[config.mk]
export PLATFORM = sky130hd
export DESIGN_NAME = multicycle_control
export DESIGN_NICKNAME = d
export VERILOG_FILES = /design/src/rtl/multicycle_control_pkg.sv /design/src/rtl/multicycle_control_opcode_decode.sv /design/src/rtl/multicycle_control.sv
export SDC_FILE = /design/constraint.sdc
export NUM_CORES = 1
export LEC_CHECK = 0
export ABC_CLOCK_PERIOD_IN_PS = 4600
export CAP_MARGIN = 15
export CORE_ASPECT_RATIO = 0.6
export CORE_MARGIN = 3
export CORE_UTILIZATION = 51
export DETAILED_ROUTE_END_ITERATION = 6
export PLACE_DENSITY_LB_ADDON = 0.05
export SLEW_MARGIN = 10
export SYNTH_ARGS = -nofsm -noshare
export SYNTH_HDL_FRONTEND = slang
export SYNTH_SLANG_ARGS = --single-unit
[constraint.sdc]
create_clock -name clk -period 4.6 [get_ports clk]
set_input_delay 0.69 -clock clk [delete_from_list [all_inputs] [get_ports clk]]
set_output_delay 0.69 -clock clk [all_outputs]
set_load 0.05 [all_outputs]
[src/rtl/multicycle_control_pkg.sv]
// Shared encodings for the multicycle RISC-V control path: FSM states, opcodes
// and the mux select / ALUOp codes that the datapath and alu_control agree on.
package multicycle_control_pkg;

  typedef enum logic [3:0] {
    S_FETCH    = 4'd0,
    S_DECODE   = 4'd1,
    S_MEMADR   = 4'd2,
    S_MEMREAD  = 4'd3,
    S_MEMWB    = 4'd4,
    S_MEMWRITE = 4'd5,
    S_EXECR    = 4'd6,
    S_EXECI    = 4'd7,
    S_ALUWB    = 4'd8,
    S_BEQ      = 4'd9,
    S_JAL      = 4'd10,
    S_TRAP     = 4'd11,
    S_RSVD     = 4'd12
  } state_e;

  localparam logic [6:0] OP_LOAD   = 7'b0000011;
  localparam logic [6:0] OP_STORE  = 7'b0100011;
  localparam logic [6:0] OP_RTYPE  = 7'b0110011;
  localparam logic [6:0] OP_ITYPE  = 7'b0010011;
  localparam logic [6:0] OP_BRANCH = 7'b1100011;
  localparam logic [6:0] OP_JAL    = 7'b1101111;

  localparam logic [1:0] RES_ALUOUT    = 2'b00;
  localparam logic [1:0] RES_MEMDATA   = 2'b01;
  localparam logic [1:0] RES_ALURESULT = 2'b10;

  localparam logic [1:0] SRCA_PC    = 2'b00;
  localparam logic [1:0] SRCA_OLDPC = 2'b01;
  localparam logic [1:0] SRCA_RS1   = 2'b10;

  localparam logic [1:0] SRCB_RS2  = 2'b00;
  localparam logic [1:0] SRCB_IMM  = 2'b01;
  localparam logic [1:0] SRCB_FOUR = 2'b10;

  localparam logic [1:0] ALUOP_ADD   = 2'b00;
  localparam logic [1:0] ALUOP_SUB   = 2'b01;
  localparam logic [1:0] ALUOP_FUNCT = 2'b10;

endpackage

[src/rtl/multicycle_control_opcode_decode.sv]
// Combinational opcode map: the state DECODE moves to, plus a load flag that
// MEMADR uses to choose between the read and write paths.
module multicycle_control_opcode_decode
  import multicycle_control_pkg::*;
(
  input  logic [6:0] opcode,
  output state_e     decode_next,
  output logic       is_load
);

  always_comb begin
    decode_next = S_TRAP;
    is_load     = (opcode == OP_LOAD);
    case (opcode)
      OP_LOAD, OP_STORE: decode_next = S_MEMADR;
      OP_RTYPE:          decode_next = S_EXECR;
      OP_ITYPE:          decode_next = S_EXECI;
      OP_BRANCH:         decode_next = S_BEQ;
      OP_JAL:            decode_next = S_JAL;
      default:           decode_next = S_TRAP;
    endcase
  end

endmodule

[src/rtl/multicycle_control.sv]
// Main control FSM of the multicycle RISC-V datapath: sequences each instruction,
// drives selects/enables, stalls on mem_ready and counts retired instructions.
module multicycle_control
  import multicycle_control_pkg::*;
#(
  parameter int CNT_W = 32
) (
  input  logic             clk,
  input  logic             reset,
  input  logic [6:0]       opcode,
  input  logic             zero,
  input  logic             mem_ready,
  output logic             pc_write,
  output logic             adr_src,
  output logic             ir_write,
  output logic             mem_write,
  output logic             reg_write,
  output logic [1:0]       result_src,
  output logic [1:0]       alu_src_a,
  output logic [1:0]       alu_src_b,
  output logic [1:0]       alu_op,
  output logic             illegal_instr,
  output logic [CNT_W-1:0] instr_count,
  output logic [3:0]       state_dbg
);

  state_e           state_q, state_d;
  logic [CNT_W-1:0] count_q, count_d;
  state_e           decode_next;
  logic             is_load;
  logic             retire;

  multicycle_control_opcode_decode u_opcode_decode (
    .opcode      (opcode),
    .decode_next (decode_next),
    .is_load     (is_load)
  );

  always_comb begin
    state_d = state_q;
    retire  = 1'b0;
    case (state_q)
      S_FETCH:    if (mem_ready) state_d = S_DECODE;
      S_DECODE:   state_d = decode_next;
      S_MEMADR:   state_d = is_load ? S_MEMREAD : S_MEMWRITE;
      S_MEMREAD:  if (mem_ready) state_d = S_MEMWB;
      S_MEMWB:    begin state_d = S_FETCH; retire = 1'b1; end
      S_MEMWRITE: if (mem_ready) begin state_d = S_FETCH; retire = 1'b1; end
      S_EXECR:    state_d = S_ALUWB;
      S_EXECI:    state_d = S_ALUWB;
      S_ALUWB:    begin state_d = S_FETCH; retire = 1'b1; end
      S_BEQ:      begin state_d = S_FETCH; retire = 1'b1; end
      S_JAL:      state_d = S_ALUWB;
      S_TRAP:     state_d = S_TRAP;
      default:    state_d = S_FETCH;
    endcase
    count_d = retire ? count_q + 1'b1 : count_q;
  end

  always_ff @(posedge clk) begin
    if (reset) begin
      state_q <= S_FETCH;
      count_q <= '0;
    end else begin
      state_q <= state_d;
      count_q <= count_d;
    end
  end

  // Moore decode of state_q; mem_ready and zero are the only direct input terms,
  // and reset masks every write enable so nothing is committed during reset.
  always_comb begin
    pc_write      = 1'b0;
    adr_src       = 1'b0;
    ir_write      = 1'b0;
    mem_write     = 1'b0;
    reg_write     = 1'b0;
    result_src    = RES_ALUOUT;
    alu_src_a     = SRCA_PC;
    alu_src_b     = SRCB_RS2;
    alu_op        = ALUOP_ADD;
    illegal_instr = 1'b0;
    case (state_q)
      S_FETCH: begin
        alu_src_b  = SRCB_FOUR;
        result_src = RES_ALURESULT;
        ir_write   = mem_ready;
        pc_write   = mem_ready;
      end
      S_DECODE: begin
        alu_src_a = SRCA_OLDPC;
        alu_src_b = SRCB_IMM;
      end
      S_MEMADR: begin
        alu_src_a = SRCA_RS1;
        alu_src_b = SRCB_IMM;
      end
      S_MEMREAD:  adr_src = 1'b1;
      S_MEMWB: begin
        result_src = RES_MEMDATA;
        reg_write  = 1'b1;
      end
      S_MEMWRITE: begin
        adr_src   = 1'b1;
        mem_write = 1'b1;
      end
      S_EXECR: begin
        alu_src_a = SRCA_RS1;
        alu_op    = ALUOP_FUNCT;
      end
      S_EXECI: begin
        alu_src_a = SRCA_RS1;
        alu_src_b = SRCB_IMM;
        alu_op    = ALUOP_FUNCT;
      end
      S_ALUWB:    reg_write = 1'b1;
      S_BEQ: begin
        alu_src_a = SRCA_RS1;
        alu_op    = ALUOP_SUB;
        pc_write  = zero;
      end
      S_JAL: begin
        alu_src_a = SRCA_OLDPC;
        alu_src_b = SRCB_FOUR;
        pc_write  = 1'b1;
      end
      S_TRAP:     illegal_instr = 1'b1;
      default: ;
    endcase
    if (reset) begin
      pc_write  = 1'b0;
      ir_write  = 1'b0;
      mem_write = 1'b0;
      reg_write = 1'b0;
    end
  end

  assign instr_count = count_q;
  assign state_dbg   = state_q;

endmodule

==> metrics.txt <==
# TYPE chip_impl_metric gauge
chip_impl_metric{name="yosysUniqueCellTypes",unit=""} 41
chip_impl_metric{name="post-route-period-util",unit=""} 0.7534
chip_impl_metric{name="p_per_area",unit="nW/um2"} 412.3
chip_impl_metric{name="final-setup-viol-count",unit=""} 0
chip_impl_info{name="clock-root-buffer",value="sky130_fd_sc_hd__clkbuf_8"} 1
chip_impl_metric{name="ys_warn_count",unit=""} 0
chip_impl_metric{name="drt.antenna.violating_nets",unit=""} 0
chip_impl_metric{name="clockBufferDepth",unit=""} 2
chip_impl_metric{name="cts_setup_buffers",unit=""} 0
chip_impl_metric{name="synth_seq_cells",unit=""} 36
chip_impl_metric{name="highest_clock_rate",unit="GHz"} 0.2885
chip_impl_metric{name="hold_viol",unit=""} 0
chip_impl_metric{name="vdd.ir_drop.worst",unit="V"} 0.0003446
chip_impl_metric{name="relSlewSlack",unit=""} 0.3548
chip_impl_metric{name="final_period_demand_of_the_worst_path",unit="ns"} 3.466
chip_impl_info{name="run_status",value="complete, no violations"} 1
chip_impl_metric{name="detail_route.first_pass.iterations",unit=""} 5
chip_impl_metric{name="dpl.hpwl",unit="mm"} 3.516
chip_impl_info{name="synth_flop_cell",value="sky130_fd_sc_hd__dfxtp_1"} 1
chip_impl_metric{name="grt_use_total",unit=""} 0.2205
chip_impl_metric{name="drt_total_wl",unit="mm"} 5.044
chip_impl_metric{name="starting_density_of_the_core",unit=""} 0.5411
chip_impl_metric{name="clk_transition_reported_paths",unit="ns"} 0.07
chip_impl_metric{name="critical_path_required",unit="ns"} 3.91
chip_impl_metric{name="fp.dieArea",unit="um2"} 4789
chip_impl_metric{name="fillCellCount",unit=""} 320
chip_impl_metric{name="antenna-diode-count",unit=""} 0
chip_impl_metric{name="number_of_synthesized_flops_with_an_enable_pin",unit=""} 0
chip_impl_metric{name="clock-sinks",unit=""} 36
chip_impl_metric{name="place.port_buffers",unit=""} 60
chip_impl_metric{name="grt_pass1_wl",unit="mm"} 8.266
chip_impl_info{name="cts_tree",value="built"} 1
chip_impl_metric{name="nNetsFinal",unit=""} 323
chip_impl_metric{name="floorplan.io_pins",unit=""} 61
chip_impl_metric{name="dr_total_vias",unit=""} 2032
chip_impl_metric{name="globalRouteOverflowTotal",unit=""} 0
chip_impl_metric{name="final-max-slew-violation-count",unit=""} 0
chip_impl_metric{name="place.gp.congestion",unit=""} 0.8395
chip_impl_metric{name="number_of_violations_reported_at_the_end_of_detailed_routing_iteration_0",unit=""} 147
chip_impl_metric{name="fp.dieW",unit="um"} 87.36
chip_impl_metric{name="synth_nets",unit=""} 270
chip_impl_metric{name="final_core_util",unit=""} 0.7226
chip_impl_metric{name="number_of_instances_in_the_synthesized_netlist",unit=""} 258
chip_impl_metric{name="totalNegativeSetupSlack",unit="ns"} 0
chip_impl_metric{name="fin_skew",unit="ns"} 0.003339
chip_impl_metric{name="fp-row-count",unit=""} 17
chip_impl_info{name="setup.worst_path.start_class",value="input port"} 1
chip_impl_metric{name="syn_avg_cell_area",unit="um2"} 7.852
chip_impl_metric{name="cts_hold_buf",unit=""} 0
chip_impl_metric{name="drc",unit=""} 0
chip_impl_metric{name="post_cts_resize_count",unit=""} 0
chip_impl_metric{name="cts_inserted_buffers",unit=""} 5
chip_impl_metric{name="grt_pass1_vias",unit=""} 1737
chip_impl_metric{name="placeableCoreArea",unit="um2"} 3744
chip_impl_metric{name="antenna_violations_before_repair",unit=""} 0
chip_impl_info{name="critical_path.endpoint_type",value="primary output"} 1
chip_impl_info{name="critical_path_class",value="input port to primary output"} 1
chip_impl_metric{name="timing.max_cap.violations",unit=""} 0
chip_impl_metric{name="ys_async_sr_fraction",unit=""} 0
chip_impl_metric{name="floorplan.die.height",unit="um"} 54.82
chip_impl_metric{name="ctsHtreeMaxLevel",unit=""} 2
chip_impl_metric{name="routedWlPerCell",unit="um"} 14.09
chip_impl_metric{name="worst_path_arrival",unit="ns"} 2.78
chip_impl_metric{name="vias_per_cell",unit=""} 5.676
chip_impl_metric{name="tightestPinTransition",unit="ns"} 0.9590
chip_impl_metric{name="clock_latency",unit="ns"} 0.28
chip_impl_metric{name="leak_pwr",unit="nW"} 0.8815
chip_impl_metric{name="mappedNetlistArea",unit="um2"} 2026
chip_impl_metric{name="synth.yosys.seq_area_share",unit=""} 0.3558
chip_impl_info{name="hold_path_class",value="flip-flop to flip-flop"} 1
chip_impl_metric{name="syn_to_final_growth",unit="%"} 33.54
chip_impl_metric{name="grt_start_max_net_pins",unit=""} 36
chip_impl_metric{name="critPathMaxFanout",unit=""} 6
chip_impl_info{name="rsz0062_at_grt",value="no"} 1
chip_impl_metric{name="final_layout_size_suffix_gt1_frac",unit=""} 0.03215
power breakdown:
part           internal, mW  total, mW  leakage [nW]  switching, mW
clock network         0.103      0.210        0.0410          0.107
logic                 0.180      0.517         0.550          0.337
registers             0.327      0.389         0.290         0.0621
total                 0.610       1.12         0.881          0.506
cell usage after synthesis, types with 2 or more instances:
cell type                   instances  area, um2
sky130_fd_sc_hd__and2_1             2      12.51
sky130_fd_sc_hd__nor3b_1            2      15.01
sky130_fd_sc_hd__inv_1              3      11.26
sky130_fd_sc_hd__o2bb2ai_1          2      17.52
sky130_fd_sc_hd__or4_1              6      45.04
sky130_fd_sc_hd__nand4_1           15      93.84
sky130_fd_sc_hd__mux2i_1            2      20.02
sky130_fd_sc_hd__buf_1              4      15.01
sky130_fd_sc_hd__nor2b_1            8      50.05
sky130_fd_sc_hd__xnor2_1           15      131.4
sky130_fd_sc_hd__nand3_1            7      35.03
sky130_fd_sc_hd__dfxtp_1           36      720.7
sky130_fd_sc_hd__or3_1              7      43.79
sky130_fd_sc_hd__and4b_1            2      20.02
sky130_fd_sc_hd__a31oi_1            2      12.51
sky130_fd_sc_hd__clkbuf_1           9      33.78
sky130_fd_sc_hd__nor3_1            10      50.05
sky130_fd_sc_hd__o21ai_0            8      40.04
sky130_fd_sc_hd__nand2b_1           5      31.28
sky130_fd_sc_hd__nor4b_1            2      17.52
sky130_fd_sc_hd__a211oi_1           3      22.52
sky130_fd_sc_hd__and3_1             5      31.28
sky130_fd_sc_hd__xor2_1            10      87.58
sky130_fd_sc_hd__nor2_1            39      146.4
sky130_fd_sc_hd__o22ai_1            2      12.51
sky130_fd_sc_hd__a21oi_1            9      45.04
sky130_fd_sc_hd__nor4_1            12      75.07
sky130_fd_sc_hd__nand2_1           18      67.56
area by class of cell:
type,count,area [um2],share of cell area
clock inverter,1,5.005,0.001850
tap,47,58.81,0.02174
inverter,3,11.26,0.004163
multi-input combinational,204,1229,0.4542
timing repair buffer,61,608.1,0.2248
clock buffer,6,72.57,0.02683
sequential,36,720.7,0.2664
through the flow:
step	hold WS, ns	total power, mW	instance area, um2	worst slack (ns)	std cells
3_3_place_gp	0.4713	0.9061	2628	1.218	351
3_5_place_dp	0.4845	0.9083	2628	1.180	351
6_report	0.4922	1.115	2705	1.134	358
4_1_cts	0.4949	1.120	2705	1.165	358
5_1_grt	0.5345	1.172	2705	0.9441	358
2_1_floorplan	0.7134	0.7577	2026	0.2812	258
final timing paths:
kind / startpoint / to / slack (ns) / cells past startpoint
max reg2reg: state_dbg[1] / instr_count[16] / 2.07 / 5
min reg2reg: instr_count[31] / instr_count[31] / 0.49 / 2
max: mem_ready / pc_write / 1.13 / 7
min: instr_count[31] / instr_count[31] / 0.49 / 2
sequential cells by signal (all words and copies together) (netlist names):
| register | count |
|---|---|
| instr_count | 32 |
| state_dbg | 4 |
kinds of logic (layout without fill, tap and decap cells):
| group | count (synthesis) | count (layout) | synth area share |
|---|---|---|---|
| AND/OR/NAND/NOR | 143 | 143 | 0.3786 |
| flip-flops | 36 | 36 | 0.3558 |
| AO/OA/AOI/OAI | 33 | 33 | 0.1038 |
| XOR/XNOR | 25 | 25 | 0.1081 |
| buffers and inverters | 18 | 71 | 0.03767 |
| multiplexers | 2 | 2 | 0.009883 |
| adder cells (fa/ha/maj) | 1 | 1 | 0.006176 |
worst max-delay path: stages:
cell                              delay (ns)
sky130_fd_sc_hd__clkdlybuf4s50_1        0.59
sky130_fd_sc_hd__nor2b_1                0.24
sky130_fd_sc_hd__mux2i_1                0.10
sky130_fd_sc_hd__nor2_1                 0.12
sky130_fd_sc_hd__a31oi_1                0.05
sky130_fd_sc_hd__nor3_1                 0.16
sky130_fd_sc_hd__clkdlybuf4s50_1        0.82
metal layers:
| metal | global-route usage | share of wire |
|---|---|---|
| met2 | 0.3013 | 0.40 |
| met5 | 0 | 0 |
| met4 | 0.05357 | 0.0065 |
| met3 | 0.05564 | 0.070 |
| met1 | 0.3372 | 0.53 |
cells in the final DEF (no fill, tap or decap), types with 3 or more instances in the layout:
cell type	count
sky130_fd_sc_hd__clkdlybuf4s50_1	60
sky130_fd_sc_hd__nor2b_1	8
sky130_fd_sc_hd__nor3_1	10
sky130_fd_sc_hd__nand3_1	7
sky130_fd_sc_hd__or4_1	6
sky130_fd_sc_hd__xnor2_1	15
sky130_fd_sc_hd__and3_1	5
sky130_fd_sc_hd__xor2_1	10
sky130_fd_sc_hd__a211oi_1	3
sky130_fd_sc_hd__o21ai_0	8
sky130_fd_sc_hd__nand2b_1	5
sky130_fd_sc_hd__clkbuf_8	5
sky130_fd_sc_hd__nand2_1	18
sky130_fd_sc_hd__inv_1	3
sky130_fd_sc_hd__nand4_1	15
sky130_fd_sc_hd__nor2_1	39
sky130_fd_sc_hd__or3_1	7
sky130_fd_sc_hd__a21oi_1	9
sky130_fd_sc_hd__dfxtp_1	36
sky130_fd_sc_hd__nor4_1	12
No activity file was read; power rests on OpenSTA's default activity.
